<file path="src/rtl/manual_drive_ctrl.sv">
// Manual-drive car controller: power sequencing, engine/driving FSM,
// blinking turn indicators and a saturating odometer on one clock.
module manual_drive_ctrl #(
  parameter int CLK_PER_MS  = 100000,
  parameter int POWER_ON_MS = 1000,
  parameter int IDLE_MS     = 10000,
  parameter int BLINK_MS    = 500,
  parameter int MILEAGE_MS  = 1000,
  parameter int MILEAGE_W   = 16
) (
  input  logic                 clk,
  input  logic                 rst,
  input  logic                 power_on,
  input  logic                 power_off,
  input  logic                 clutch,
  input  logic                 brake,
  input  logic                 throttle,
  input  logic                 rgs,
  input  logic                 left,
  input  logic                 right,
  output logic                 power,
  output logic [1:0]           state,
  output logic [3:0]           moving_state,
  output logic                 turn_left_light,
  output logic                 turn_right_light,
  output logic                 power_light,
  output logic [2:0]           state_light,
  output logic [3:0]           moving_light,
  output logic [MILEAGE_W-1:0] mileage
);

  // state  | meaning
  // NSTART | powered, engine not started, indicators steady on
  // START  | engine running, car stationary
  // MOVING | driving, moving_state holds the direction
  typedef enum logic [1:0] {
    NSTART = 2'b00,
    START  = 2'b01,
    MOVING = 2'b10
  } state_t;

  localparam logic [3:0] MV_NONE  = 4'b0000;
  localparam logic [3:0] MV_FWD   = 4'b0001;
  localparam logic [3:0] MV_BACK  = 4'b0010;
  localparam logic [3:0] MV_LEFT  = 4'b0100;
  localparam logic [3:0] MV_RIGHT = 4'b1000;

  localparam int PW = $clog2(CLK_PER_MS + 1);
  localparam int HW = $clog2(POWER_ON_MS + 1);
  localparam int IW = $clog2(IDLE_MS + 1);
  localparam int BW = $clog2(BLINK_MS + 1);
  localparam int SW = $clog2(MILEAGE_MS + 1);

  localparam logic [PW-1:0] PRESC_LAST = PW'(CLK_PER_MS - 1);
  localparam logic [HW-1:0] HOLD_LAST  = HW'(POWER_ON_MS - 1);
  localparam logic [IW-1:0] IDLE_LAST  = IW'(IDLE_MS - 1);
  localparam logic [BW-1:0] BLINK_LAST = BW'(BLINK_MS - 1);
  localparam logic [SW-1:0] SUB_LAST   = SW'(MILEAGE_MS - 1);

  logic [PW-1:0] presc;
  logic          tick;
  logic [HW-1:0] hold_cnt;
  logic [IW-1:0] idle_cnt;
  logic [BW-1:0] blink_cnt;
  logic [SW-1:0] sub_cnt;
  state_t        st;
  logic          blink_l, blink_r, blink_on;
  logic [3:0]    dir;
  logic          dir_l, dir_r;
  logic          hold_hit, idle_hit, stall, pwr_down;

  always_ff @(posedge clk or negedge rst) begin
    if (!rst) begin
      presc <= '0;
    end else if (tick) begin
      presc <= '0;
    end else begin
      presc <= presc + 1'b1;
    end
  end

  assign tick = (presc == PRESC_LAST);

  always_comb begin
    dir = MV_FWD;
    if (rgs) begin
      dir = MV_BACK;
    end else if (left && !right) begin
      dir = MV_LEFT;
    end else if (right && !left) begin
      dir = MV_RIGHT;
    end
  end

  // Forward with both stalks set is the hazard case: both sides blink.
  assign dir_l = (dir == MV_LEFT)  || ((dir == MV_FWD) && left && right);
  assign dir_r = (dir == MV_RIGHT) || ((dir == MV_FWD) && left && right);

  assign hold_hit = !power && power_on && tick && (hold_cnt == HOLD_LAST);
  assign idle_hit = tick && !throttle && (st != MOVING) && (idle_cnt == IDLE_LAST);
  assign stall    = ((st == NSTART) && throttle && !clutch) ||
                    ((st == MOVING) && rgs && !clutch);
  assign pwr_down = power && (power_off || stall || idle_hit);

  always_ff @(posedge clk or negedge rst) begin
    if (!rst) begin
      hold_cnt <= '0;
    end else if (power || !power_on || hold_hit) begin
      hold_cnt <= '0;
    end else if (tick) begin
      hold_cnt <= hold_cnt + 1'b1;
    end
  end

  always_ff @(posedge clk or negedge rst) begin
    if (!rst) begin
      idle_cnt <= '0;
    end else if (!power || throttle || (st == MOVING) || pwr_down) begin
      idle_cnt <= '0;
    end else if (tick) begin
      idle_cnt <= idle_cnt + 1'b1;
    end
  end

  // The sub-counter holds while stopped so partial distance is never lost.
  always_ff @(posedge clk or negedge rst) begin
    if (!rst) begin
      sub_cnt <= '0;
      mileage <= '0;
    end else if (tick && (st == MOVING) && (moving_state != MV_NONE)) begin
      if (sub_cnt == SUB_LAST) begin
        sub_cnt <= '0;
        if (mileage != '1) begin
          mileage <= mileage + 1'b1;
        end
      end else begin
        sub_cnt <= sub_cnt + 1'b1;
      end
    end
  end

  always_ff @(posedge clk or negedge rst) begin
    if (!rst) begin
      power        <= 1'b0;
      st           <= NSTART;
      moving_state <= MV_NONE;
      blink_l      <= 1'b0;
      blink_r      <= 1'b0;
      blink_on     <= 1'b0;
      blink_cnt    <= '0;
    end else begin
      blink_l   <= 1'b0;
      blink_r   <= 1'b0;
      blink_cnt <= '0;
      if (!power) begin
        if (hold_hit) begin
          power        <= 1'b1;
          st           <= NSTART;
          moving_state <= MV_NONE;
        end
      end else if (pwr_down) begin
        power        <= 1'b0;
        st           <= NSTART;
        moving_state <= MV_NONE;
      end else if (st == NSTART) begin
        moving_state <= MV_NONE;
        if (!brake && throttle && clutch && !rgs) begin
          st <= START;
        end
      end else if (brake) begin
        st           <= NSTART;
        moving_state <= MV_NONE;
      end else if (((st == START) && !(throttle && !clutch)) ||
                   ((st == MOVING) && !throttle)) begin
        st           <= START;
        moving_state <= MV_NONE;
      end else begin
        st           <= MOVING;
        moving_state <= dir;
        blink_l      <= dir_l;
        blink_r      <= dir_r;
        // A new blink pattern always starts in the lit phase.
        if (dir_l || dir_r) begin
          if ((dir_l != blink_l) || (dir_r != blink_r)) begin
            blink_on <= 1'b1;
          end else if (tick) begin
            if (blink_cnt == BLINK_LAST) begin
              blink_on <= ~blink_on;
            end else begin
              blink_cnt <= blink_cnt + 1'b1;
            end
          end else begin
            blink_cnt <= blink_cnt;
          end
        end
      end
    end
  end

  assign state            = st;
  assign power_light      = power;
  assign moving_light     = power ? moving_state : MV_NONE;
  assign turn_left_light  = power && ((st == NSTART) || (blink_l && blink_on));
  assign turn_right_light = power && ((st == NSTART) || (blink_r && blink_on));

  always_comb begin
    state_light = 3'b000;
    if (power) begin
      case (st)
        NSTART:  state_light = 3'b001;
        START:   state_light = 3'b010;
        default: state_light = 3'b100;
      endcase
    end
  end

endmodule

</file>
<file path="config.mk">
export PLATFORM = sky130hd
export DESIGN_NAME = manual_drive_ctrl
export DESIGN_NICKNAME = d
export VERILOG_FILES = /design/src/rtl/manual_drive_ctrl.sv
export SDC_FILE = /design/constraint.sdc
export NUM_CORES = 1
export LEC_CHECK = 0
export CAP_MARGIN = 20
export CORE_MARGIN = 2
export CORE_UTILIZATION = 45
export DETAILED_ROUTE_END_ITERATION = 10
export PLACE_DENSITY = 0.68
export SLEW_MARGIN = 20
export SYNTH_ARGS = -nofsm -noshare
export SYNTH_HDL_FRONTEND = slang
export SYNTH_SLANG_ARGS = --single-unit
</file>
<file path="constraint.sdc">
create_clock -name clk -period 2.35 [get_ports clk]
set_clock_uncertainty 0.05 [all_clocks]
set_input_delay 0.705 -clock clk [delete_from_list [all_inputs] [get_ports clk]]
set_output_delay 0.705 -clock clk [all_outputs]
set_load 0.005 [all_outputs]
</file>
**After elaboration in Yosys (flattened, before gate mapping)**

Cells that the tools add are included.

- $add $sub $neg: 6
- Multiply operators: 0
- Div/mod/pow operators: 0
- Order comparisons: 0
- Equal/unequal tests: 16
- Shifts and indexed selects: 0
- Mux-type cells: 50
- Bitwise gates (word level): 5
- Reduce and logical (&&, ||, !) cells: 61

Operators by type and width:

| operator | number |
|---|---|
| 9-bit 2-to-1 mux | 9 |
| 4-bit 2-to-1 mux | 10 |
| 10-bit 2-to-1 mux | 3 |
| 14-bit 2-to-1 mux | 2 |
| 1-bit logical AND | 27 |
| 10-bit by 1-bit adder with 10-bit output, second input constant | 2 |
| 10-bit equality test, second input constant | 2 |
| 17-bit by 1-bit adder with 17-bit output, second input constant | 1 |
| 17-bit equality test, second input constant | 1 |
| 17-bit 2-to-1 mux | 1 |
| 16-bit by 1-bit adder with 16-bit output, second input constant | 1 |
| 1-bit 2-to-1 mux | 16 |
| 16-bit inequality test, second input constant | 1 |
| 1-bit logical OR | 15 |
| 14-bit by 1-bit adder with 14-bit output, second input constant | 1 |
| 14-bit equality test, second input constant | 1 |
| 2-bit 2-to-1 mux | 7 |
| 2-bit nonzero test | 5 |
| 9-bit by 1-bit adder with 9-bit output, second input constant | 1 |
| 9-bit equality test, second input constant | 1 |
| 1-bit zero test | 9 |
| 8-bit by 6-bit inequality test with 1-bit output, second input constant | 1 |
| 8-bit AND reduction | 1 |
| 3-bit one-hot mux with 2 select lines | 1 |
| 14 further kinds | 19 |

- Bits in registers: 86
- Bits in latches: 0
- Bits in writable memories: 0
- Memory bits (read-only): 0
- Input bits: 10
- Output and inout port bits: 33
- Word-level logic and storage cells: 150
- Memories: 0

**Depth between registers and ports, before layout**

- Depth in word-level cells: 18
- Gate-level depth with buffers: 9
- Gate-level depth less buffers: 8

**Least setup slack after synthesis**

Ideal clock, no wire load.

- Path type: input to register
- Start point: in left
- End point: reg blink_cnt[7]
- Setup time: 65 ps
- Arrival: 2,592 ps
- Data required time: 2,235 ps
- Slack: -357 ps
- Stages on the path: 8
- Path buffers: 0
- Cell sequence: inv_1 -> ha_1 -> nand4b_1 -> or4b_1 -> a31oi_1 -> nand4_2 -> nor4b_1 -> a211o_1

- Cells in the longest elaborated chain, start to end: 18
- Elaborated cells on any way between the ends: 25
- Those cells by class: eq/ne (6); mux (10); reduce/logical (9)

Ends and longest elaborated chain:

| what | line | text |
|---|---|---|
| start: declaration | 19 | `input logic left,` |
| 1-bit zero test | 90 | `end else if (right && !left) begin` |
| 1-bit logical AND | 90 |  |
| 4-bit 2-to-1 mux | 90 |  |
| 4-bit 2-to-1 mux | 88 | `end else if (left && !right) begin` |
| 4-bit 2-to-1 mux | 86 | `if (rgs) begin` |
| 4-bit by 1-bit equality test with 1-bit output | 96, 97 |  |
| 1-bit logical AND (2 in a row) | 96, 97 |  |
| 1-bit logical OR (on tied branches) | 96, 97 |  |
| 1-bit inequality test | 184 | `if ((dir_l != blink_l) \|\| (dir_r != blink_r)) begin` |
| 1-bit logical OR | 184 |  |
| 9-bit 2-to-1 mux | 184 |  |
| 9-bit 2-to-1 mux | 183 | `if (dir_l \|\| dir_r) begin` |
| 9-bit 2-to-1 mux | 173 | `end else if (((st == START) && !(throttle && !clutch)) \|\|` |
| 9-bit 2-to-1 mux | 170 | `end else if (brake) begin` |
| 9-bit 2-to-1 mux | 165 | `end else if (st == NSTART) begin` |
| 9-bit 2-to-1 mux | 161 | `end else if (pwr_down) begin` |
| 9-bit 2-to-1 mux | 155 | `if (!power) begin` |
| end signal: assignment | 190 | `blink_cnt <= blink_cnt + 1'b1;` |
| end signal: assignment | 193 | `blink_cnt <= blink_cnt;` |
| end: declaration | 64 | `logic [BW-1:0] blink_cnt;` |

Several ways; a longest one is shown, not always the timed one.
A chain may end at the register's enable or synchronous reset.

**Final worst setup path**

- Start point: reg presc[12]
- End point: reg blink_cnt[3]

- Cells in the longest elaborated chain, start to end: 8
- Elaborated cells on any way between the ends: 9
- Those cells by class: eq/ne (2); mux (2); reduce/logical (5)

Ends and longest elaborated chain:

| what | line | text |
|---|---|---|
| start: declaration | 60 | `logic [PW-1:0] presc;` |
| start signal: assignment | 78 | `presc <= presc + 1'b1;` |
| 17-bit equality test * | 82 | `assign tick = (presc == PRESC_LAST);` |
| 1-bit logical AND (3 in a row) | 100 | `assign idle_hit = tick && !throttle && (st != MOVING) && (idle_cnt == IDLE_LAST);` |
| 1-bit logical OR | 103 | `assign pwr_down = power && (power_off \|\| stall \|\| idle_hit);` |
| 1-bit logical AND | 103 |  |
| 9-bit 2-to-1 mux | 161 |  |
| 9-bit 2-to-1 mux | 155 |  |

Mark *: on every way between the ends. The rest lies on a longest branch, timed or not.

==> impl_metrics.json <==
{
  "cts_tree": "built",
  "mappedNetlistArea_mm2": 0.00450,
  "postRouteAntennaNets": 0,
  "synthCells": 472,
  "final_hold_viol_count": 0,
  "finalSetupTns_ns": 0,
  "rd_place_congestion": 0.844,
  "max-cap-violations": 0,
  "dpl.cell_count": 680,
  "wl_um": 10100,
  "initial_core_util_pct": 46.3,
  "via_count": 3759,
  "die_x_um": 104,
  "finalMaxSlewViolations": 0,
  "synth_top_area_share_pct": 47.8,
  "max_freq_ghz": 0.426,
  "antenna_found_initial": 0,
  "p_leak_nw": 2.66,
  "synth_fp_nets": 490,
  "ir_drop_v": 0.000312,
  "clock_tree.htree_level_count": 3,
  "grt_setup_unrepaired": "true",
  "min-delay-path-class": "in -> async",
  "insertion_delay_ns": 0.36,
  "fp-row-count": 36,
  "worstSetupEndpointType": "register",
  "power.density_cell_area_mw_per_mm2": 479,
  "synth_area_per_cell_um2": 9.54,
  "ios": 43,
  "drive_gt1_share_pct": 19.5,
  "timing.hold.ws_ns": 0.232,
  "cp_data_required_time_ns": 2.55,
  "antenna-diode-count": 0,
  "maximum_count_of_clock_buffers_along_a_single_path": 2,
  "outcome": "complete, no violations",
  "routedWlPerCell_um": 14.3,
  "timing.critical_path.arrival_ns": 2.55,
  "first_iter_violations": 105,
  "clock-sinks": 86,
  "cts_inserted_buffers": 9,
  "synth.distinct_cells": 52,
  "clock_transition_at_path_regs_ns": 0.08,
  "cts-root-buf": "sky130_fd_sc_hd__clkbuf_8",
  "route.detailed.drc": 0,
  "cts_hold_buf": 0,
  "grt_start_max_net_pins": 36,
  "worst-path-max-fanout": 6,
  "nFillCells": 836,
  "buffer_ports.inserted": 42,
  "regArea_mm2": 0.00216,
  "slew_headroom_pct": 63.0,
  "worst-setup-path-type": "reg -> reg",
  "min_period_ns": 2.35,
  "number_of_global_route_vias_before_repair": 3811,
  "synth_top_area_cell": "sky130_fd_sc_hd__dfrtp_1",
  "synth-warning-count": 0,
  "register_area_share_after_synthesis_pct": 47.8,
  "critical_path.startpoint_type": "register",
  "max_slew.worst_pin.slew_ns": 0.550,
  "firstDrtPassIters": 4,
  "die_height_um": 104,
  "core_area_mm2": 0.00973,
  "global_route.overflow_total": 0,
  "grt_first_pass_wirelength_um": 17500,
  "synth.ff_latch_count": 86,
  "synthTopCellsByArea": "sky130_fd_sc_hd__dfrtp_1, sky130_fd_sc_hd__xor2_1, sky130_fd_sc_hd__nor2_1",
  "multi_input_comb_area_mm2": 0.00240,
  "share_of_the_clock_period_used_by_the_worst_path_pct": 100,
  "synthFlopType": "sky130_fd_sc_hd__dfrtp_1",
  "synth_edf_count": 0,
  "fin_util_pct": 60.9,
  "place.detailed.hpwl_um": 7060,
  "area_delta_synth_final_pct": 31.6,
  "final_setup_viols": 0,
  "all_layer_global_routing_usage_pct": 19.6,
  "asyncSetResetFlopFracSynth_pct": 100,
  "design.die.area_mm2": 0.0108,
  "fin_cells": 707,
  "via_per_inst": 5.32,
  "num-nets-final": 587
}
## path summary, 6_finish.rpt
kind / from / to / slack (ns) / cells after the start
max: presc[12] / blink_cnt[3] / 0.001 / 7
min: rst / blink_l / 0.23 / 1
max reg2reg: presc[12] / blink_cnt[3] / 0.001 / 7
min reg2reg: mileage[15] / mileage[15] / 0.46 / 1
max in group asynchronous: rst / mileage[2] / 1.38 / 2
min in group clk: mileage[15] / mileage[15] / 0.46 / 1
## synthesized netlist by cell type, drive strengths merged, types with 2 or more instances
library cell and instances:
or3 2, nor4 4, nand4b 2, a31oi 5, o21ai 9, a22o 4
or2 2, mux2i 2, nor4b 4, nor3b 3, mux2 2, or4b 4
nand3 25, a221o 5, nand2 46, nor2 72, and4 4, and2 11
buf 6, xnor2 20, inv 15, nand4 24, nor3 13, o22ai 2
a21oi 10, nor2b 6, dfrtp 86, clkbuf 5, xor2 37, nand2b 5
ha 8, and3 17
## layer usage
| metal | vias to the layer above | part of all wire (%) | global-route usage [%] |
|---|---|---|---|
| li1 | 1839 | - | - |
| met1 | 1839 | 45 | 24.4 |
| met2 | 65 | 50 | 33.8 |
| met3 | 16 | 3.1 | 4.26 |
| met4 | 0 | 1.9 | 6.47 |
| met5 | - | 0 | 0 |
## critical path, cell delays in order (launching register included)
cell and delay, ns:
sky130_fd_sc_hd__dfrtp_1 0.42, sky130_fd_sc_hd__or4b_4 0.56, sky130_fd_sc_hd__nor4_4 0.42, sky130_fd_sc_hd__nand4_4 0.20, sky130_fd_sc_hd__nand4_4 0.14, sky130_fd_sc_hd__buf_12 0.14
sky130_fd_sc_hd__nor2_4 0.04, sky130_fd_sc_hd__a221o_1 0.26
## where the power goes
part	switching (mW)	internal [mW]
sequential	0.000000000000000342	1.48
combinational	0.0670	0.0504
clock	0.533	0.711
## sequential cells by signal, summed over array words and instances, names as in the netlist
register,flops
blink_on,1
sub_cnt,10
moving_state,4
state,2
power,1
blink_l,1
blink_r,1
idle_cnt,14
mileage,16
presc,17
blink_cnt,9
hold_cnt,10
## cell type report
cell class                      instances  area share, %
Tap cell                              133           2.81
Inverter                               15           1.08
Multi-Input combinational cell        360           40.5
Clock inverter                          5           1.82
Timing Repair Buffer                   97           15.2
Clock buffer                           11           2.22
Sequential cell                        86           36.4
## cells by family (layout without fill, tap and decap cells)
family	Yosys count	after routing	synth area share [%]
mux	4	4	0.945
fa+ha+maj	8	8	2.22
simple gates	247	247	28.7
compound gates	44	44	6.62
xor+xnor	57	57	11.1
buf+inv	26	128	2.59
flops	86	86	47.8
## through the flow
step                area [µm²]  power (mW)  worst slack, ns
floorplan                 4570        1.54           -0.108
global route              5920        2.94          -0.0740
finish                    5920        2.84         0.000954
CTS                       5810        2.88          -0.0138
detailed placement        5450        1.62           -0.949
global placement          5450        1.62           -0.801
## placed cells by master (no fill, tap or decap), drive strengths merged, types with 3 or more instances in the layout
master and instances:
a21oi 10, a221o 5, a22o 4, a31oi 5
and2 11, and3 17, and4 4, buf 58
bufinv 3, clkbuf 11, clkdlybuf4s50 34, dfrtp 86
dlygate4sd2 3, ha 8, inv 15, nand2 46
nand2b 5, nand3 25, nand4 24, nor2 72
nor2b 6, nor3 13, nor3b 3, nor4 4
nor4b 4, o21ai 9, or4b 4, xnor2 20
xor2 37
## timing repair
| item | CTS | global route |
|---|---|---|
| gates resized for setup | 33 | 20 |
| endpoints found under the setup margin | 25 | 49 |
| pin swaps | 7 | 8 |
| buffers inserted | 7 | 5 |
Note: power is estimated with default switching activity, not from simulation.
==> RTL edit 1: new RTL, same flow settings <==
`MILEAGE_MS`: 1000 -> 4000.
--- a/src/rtl/manual_drive_ctrl.sv
+++ b/src/rtl/manual_drive_ctrl.sv
@@ -5,7 +5,7 @@
   parameter int POWER_ON_MS = 1000,
   parameter int IDLE_MS     = 10000,
   parameter int BLINK_MS    = 500,
-  parameter int MILEAGE_MS  = 1000,
+  parameter int MILEAGE_MS  = 4000,
   parameter int MILEAGE_W   = 16
 ) (
   input  logic                 clk,
Behaviour: same outputs for any inputs over 10 cycles, from zero or initial values and one cycle with rst low; that may be too few to reach the edited logic, so the function may still have changed.
==> RTL edit 1 against the unedited design <==
- synthesized area is 0.72% higher
- sequential share of layout area rose by 2.5 points
- critical path type is now flip-flop to primary output
- routed wire length is 5.4% lower
- first-iteration DRC count grew 98%
- largest cell class unchanged
- power down 5.4%
- highest routed layer unchanged
- worst setup slack better by 65 ps
- final area fell by 4.5%
- sequential cell count grew 2
==> RTL edit 1: results (changes against the unedited design) <==
via count 3620 (was 3759); Place WS -555 ps (was -949 ps); leakage power figure 0.00244 uW (was 0.00266 uW); Met3 Routed Length 313 um (was 315 um); most area-consuming cells after synthesis sky130_fd_sc_hd__dfrtp_1 49%, sky130_fd_sc_hd__xnor2_1 6.6%, sky130_fd_sc_hd__nor2_1 5.1% (was sky130_fd_sc_hd__dfrtp_1 48%, sky130_fd_sc_hd__xor2_1 7.2%, sky130_fd_sc_hd__nor2_1 6.0%); maximum number of pins on one net before global-route repair 35 (was 36); grt met1 use 0.247 (was 0.244); part of the power in the clock network 0.401 (was 0.438); multiplexer share of the synthesized area 0.00690 (was 0.00945); number of DRC markers in iteration 0 208 (was 105); met3 layer usage reported by global route 0.0407 (was 0.0426); proportion of power drawn by combinational gates 0.036 (was 0.041); DPL Wire Length 6790 um (was 7060 um); Synthesized Nets 478 (was 490); status finished, final reports clean (unchanged); Worst Path Max Fanout 4 (was 6); xor and xnor area share after synthesis 0.112 (was 0.111); maximum vdd drop 242 uV (was 312 uV); Data arrival, critical path 1530 ps (was 2550 ps); sequential share of the synthesized area 0.486 (was 0.478); overall fraction of global-route tracks in use 0.186 (was 0.196); compound-gate portion of the synthesized area 0.0756 (was 0.0662); pin slew with the least headroom to its limit 655 ps (was 550 ps); routing usage on met2 0.303 (was 0.338); average wire per cell in the routed design 14.1 um (was 14.3 um); share of post-route cells with drive strength above 1 0.142 (was 0.195)
[RTL edit 1: cell types whose count changed after synthesis, sizes merged, moves of 5 or more]
cell   change
a221o      -5
inv        -9
nand2      +6
nand4      -5
nor2       -9
o21ai      +5
xnor2     +14
xor2      -13
[RTL edit 1: layout make-up]
type	count	area, um^2
Fill cell	867	4120
Multi-Input combinational cell	352	2280
Sequential cell	88	2200
Timing Repair Buffer	81	786
Tap cell	133	166
Clock buffer	14	163
Clock inverter	2	37.5
Inverter	6	22.5
[RTL edit 1: path summary, 6_finish.rpt]
| kind | from | to | slack (ps) | depth (start not counted) |
|---|---|---|---|---|
| worst max register to register | presc[1] | blink_cnt[3] | 90 | 9 |
| max in group asynchronous | rst | blink_l | 1460 | 2 |
| worst max-delay path | power | turn_right_light | 70 | 4 |
| worst min-delay path | rst | hold_cnt[8] | 260 | 1 |
| worst min register to register | sub_cnt[10] | sub_cnt[10] | 430 | 1 |
| min in group clk | sub_cnt[10] | sub_cnt[10] | 430 | 1 |
[RTL edit 1: what timing repair did]
item                                    4_1_cts  5_1_grt
gates resized for setup                       9       10
gates cloned                                  0        0
endpoints found under the setup margin       14       31
hold endpoints to repair                      0        0
pin swaps                                     2        5
buffers inserted                              3        2
[RTL edit 1: worst max-delay path: stages (launching register included)]
cell and delay [ps]:
sky130_fd_sc_hd__dfrtp_1 400, sky130_fd_sc_hd__nor3b_2 160, sky130_fd_sc_hd__buf_4 140, sky130_fd_sc_hd__a31o_2 210
sky130_fd_sc_hd__dlygate4sd2_1 260
[RTL edit 1: stage by stage]
stage	total power [uW]	instances
4_1_cts	2720	674
3_3_place_gp	1640	655
6_report	2690	676
3_5_place_dp	1640	655
2_1_floorplan	1560	460
5_1_grt	2800	676
==> RTL edit 2: new RTL, same settings <==
Made on the original files. Put a register stage on the outputs `turn_left_light`, `turn_right_light` and `moving_light`, with the module's reset. The values now appear one clock later. The other outputs are not delayed to match.
--- a/src/rtl/manual_drive_ctrl.sv
+++ b/src/rtl/manual_drive_ctrl.sv
@@ -199,9 +199,17 @@
 
   assign state            = st;
   assign power_light      = power;
-  assign moving_light     = power ? moving_state : MV_NONE;
-  assign turn_left_light  = power && ((st == NSTART) || (blink_l && blink_on));
-  assign turn_right_light = power && ((st == NSTART) || (blink_r && blink_on));
+  always_ff @(posedge clk or negedge rst) begin
+    if (!rst) begin
+      turn_left_light  <= '0;
+      turn_right_light <= '0;
+      moving_light     <= '0;
+    end else begin
+      turn_left_light  <= power && ((st == NSTART) || (blink_l && blink_on));
+      turn_right_light <= power && ((st == NSTART) || (blink_r && blink_on));
+      moving_light     <= power ? moving_state : MV_NONE;
+    end
+  end
 
   always_comb begin
     state_light = 3'b000;
Formal check against the unedited RTL: no difference found for any inputs over 10 cycles, from zero or initial values and one cycle with rst low; that may be too few to reach the edited logic, so the function may still have changed.
==> RTL edit 2 against the unedited design <==
- largest power group unchanged
- power shrank 3.1%
- routed wire length shrank 9.4%
- sequential cell count grew 6
- synthesized area is essentially flat
- core utilization shrank 1.5 points
- non-clock buffer count grew 1
- worst setup slack gained 19 ps
- count of clock-buffer cells in the layout shrank 1
- sequential share of layout area grew 3.5 points
- hold slack gained 79 ps
- clock power shrank 13%
- final area shrank 2.5%
==> RTL edit 2: results (changes against the unedited design) <==
path depth of the worst reg2reg path 9 (was 7); met1 wire length 4270 um (was 4590 um); ranking of synthesized cells by instance count 92 x sky130_fd_sc_hd__dfrtp_1, 54 x sky130_fd_sc_hd__nand2_1, 53 x sky130_fd_sc_hd__nor2_1, 29 x sky130_fd_sc_hd__xnor2_1 (was 86 x sky130_fd_sc_hd__dfrtp_1, 72 x sky130_fd_sc_hd__nor2_1, 46 x sky130_fd_sc_hd__nand2_1, 37 x sky130_fd_sc_hd__xor2_1, 25 x sky130_fd_sc_hd__nand3_1); register share of total power 0.575 (was 0.521); first-pass GRT wire length 15800 um (was 17500 um); xor and xnor area share after synthesis 0.107 (was 0.111); via count 3586 (was 3759); Met3 Routed Length 322 um (was 315 um); count of filler cells inserted in the layout 829 (was 836); relative slew slack 0.561 (was 0.630); number of global-route vias before repair 3476 (was 3811); Comb group 94.0 uW (was 117 uW); count of distinct cell types in the synthesized netlist 61 (was 52); total length of routed wires 9170 um (was 10100 um); DPL Wire Length 6470 um (was 7060 um); synthesis-stage register bit count 92 (was 86); Worst Path Max Fanout 3 (was 6); met3 layer usage reported by global route 0.0420 (was 0.0426); leakage power figure 0.00250 uW (was 0.00266 uW); Data arrival, critical path 2570 ps (was 2550 ps); detailed-routed wire length on met2 4450 um (was 5020 um); synthesized-area fraction occupied by adder cells 0.0223 (was 0.0222); maximum number of pins on one net before global-route repair 93 (was 36); last weighted congestion value of the routability-driven placer 0.850 (was 0.844); maximum vdd drop 485 uV (was 312 uV); count of placed standard cells including taps 659 (was 680); status finished, final reports clean (unchanged); grt met1 use 0.228 (was 0.244); routing usage on met2 0.297 (was 0.338); post-CTS setup buffer count 5 (was 7); most area-consuming cells after synthesis sky130_fd_sc_hd__dfrtp_1 51%, sky130_fd_sc_hd__xnor2_1 5.6%, sky130_fd_sc_hd__xor2_1 5.1% (was sky130_fd_sc_hd__dfrtp_1 48%, sky130_fd_sc_hd__xor2_1 7.2%, sky130_fd_sc_hd__nor2_1 6.0%); Final Cycle Share 0.992 (was 1.00); P_sw 628 uW (was 600 uW); net total in the final layout 565 (was 587); compound-gate portion of the synthesized area 0.0771 (was 0.0662); Place WS -595 ps (was -949 ps); PostCTS Resize Cnt 11 (was 33)
## RTL edit 2: cell count changes in the layout (fill, tap and decap cells not counted), moves of 6 or more
cell,before,now
sky130_fd_sc_hd__xnor2_1,20,29
sky130_fd_sc_hd__dfrtp_1,83,89
sky130_fd_sc_hd__nor2_1,65,53
sky130_fd_sc_hd__o21ai_0,8,16
sky130_fd_sc_hd__nand2_1,44,53
sky130_fd_sc_hd__xor2_1,37,25
sky130_fd_sc_hd__inv_1,14,6
## RTL edit 2: final cells by class
cell class,count,share of cell area
inverter,7,0.00455
timing repair buffer,98,0.150
sequential,92,0.399
clock inverter,6,0.0126
tap,133,0.0288
clock buffer,10,0.0221
multi-input combinational,339,0.382
## RTL edit 2: critical path: cells and delay by family, from the launching register on
family,cells,cell delay [ps]
xor gates and xnor gates,1,160
buffers and inverters,3,400
DFF,1,410
and+or+nand+nor,5,1250
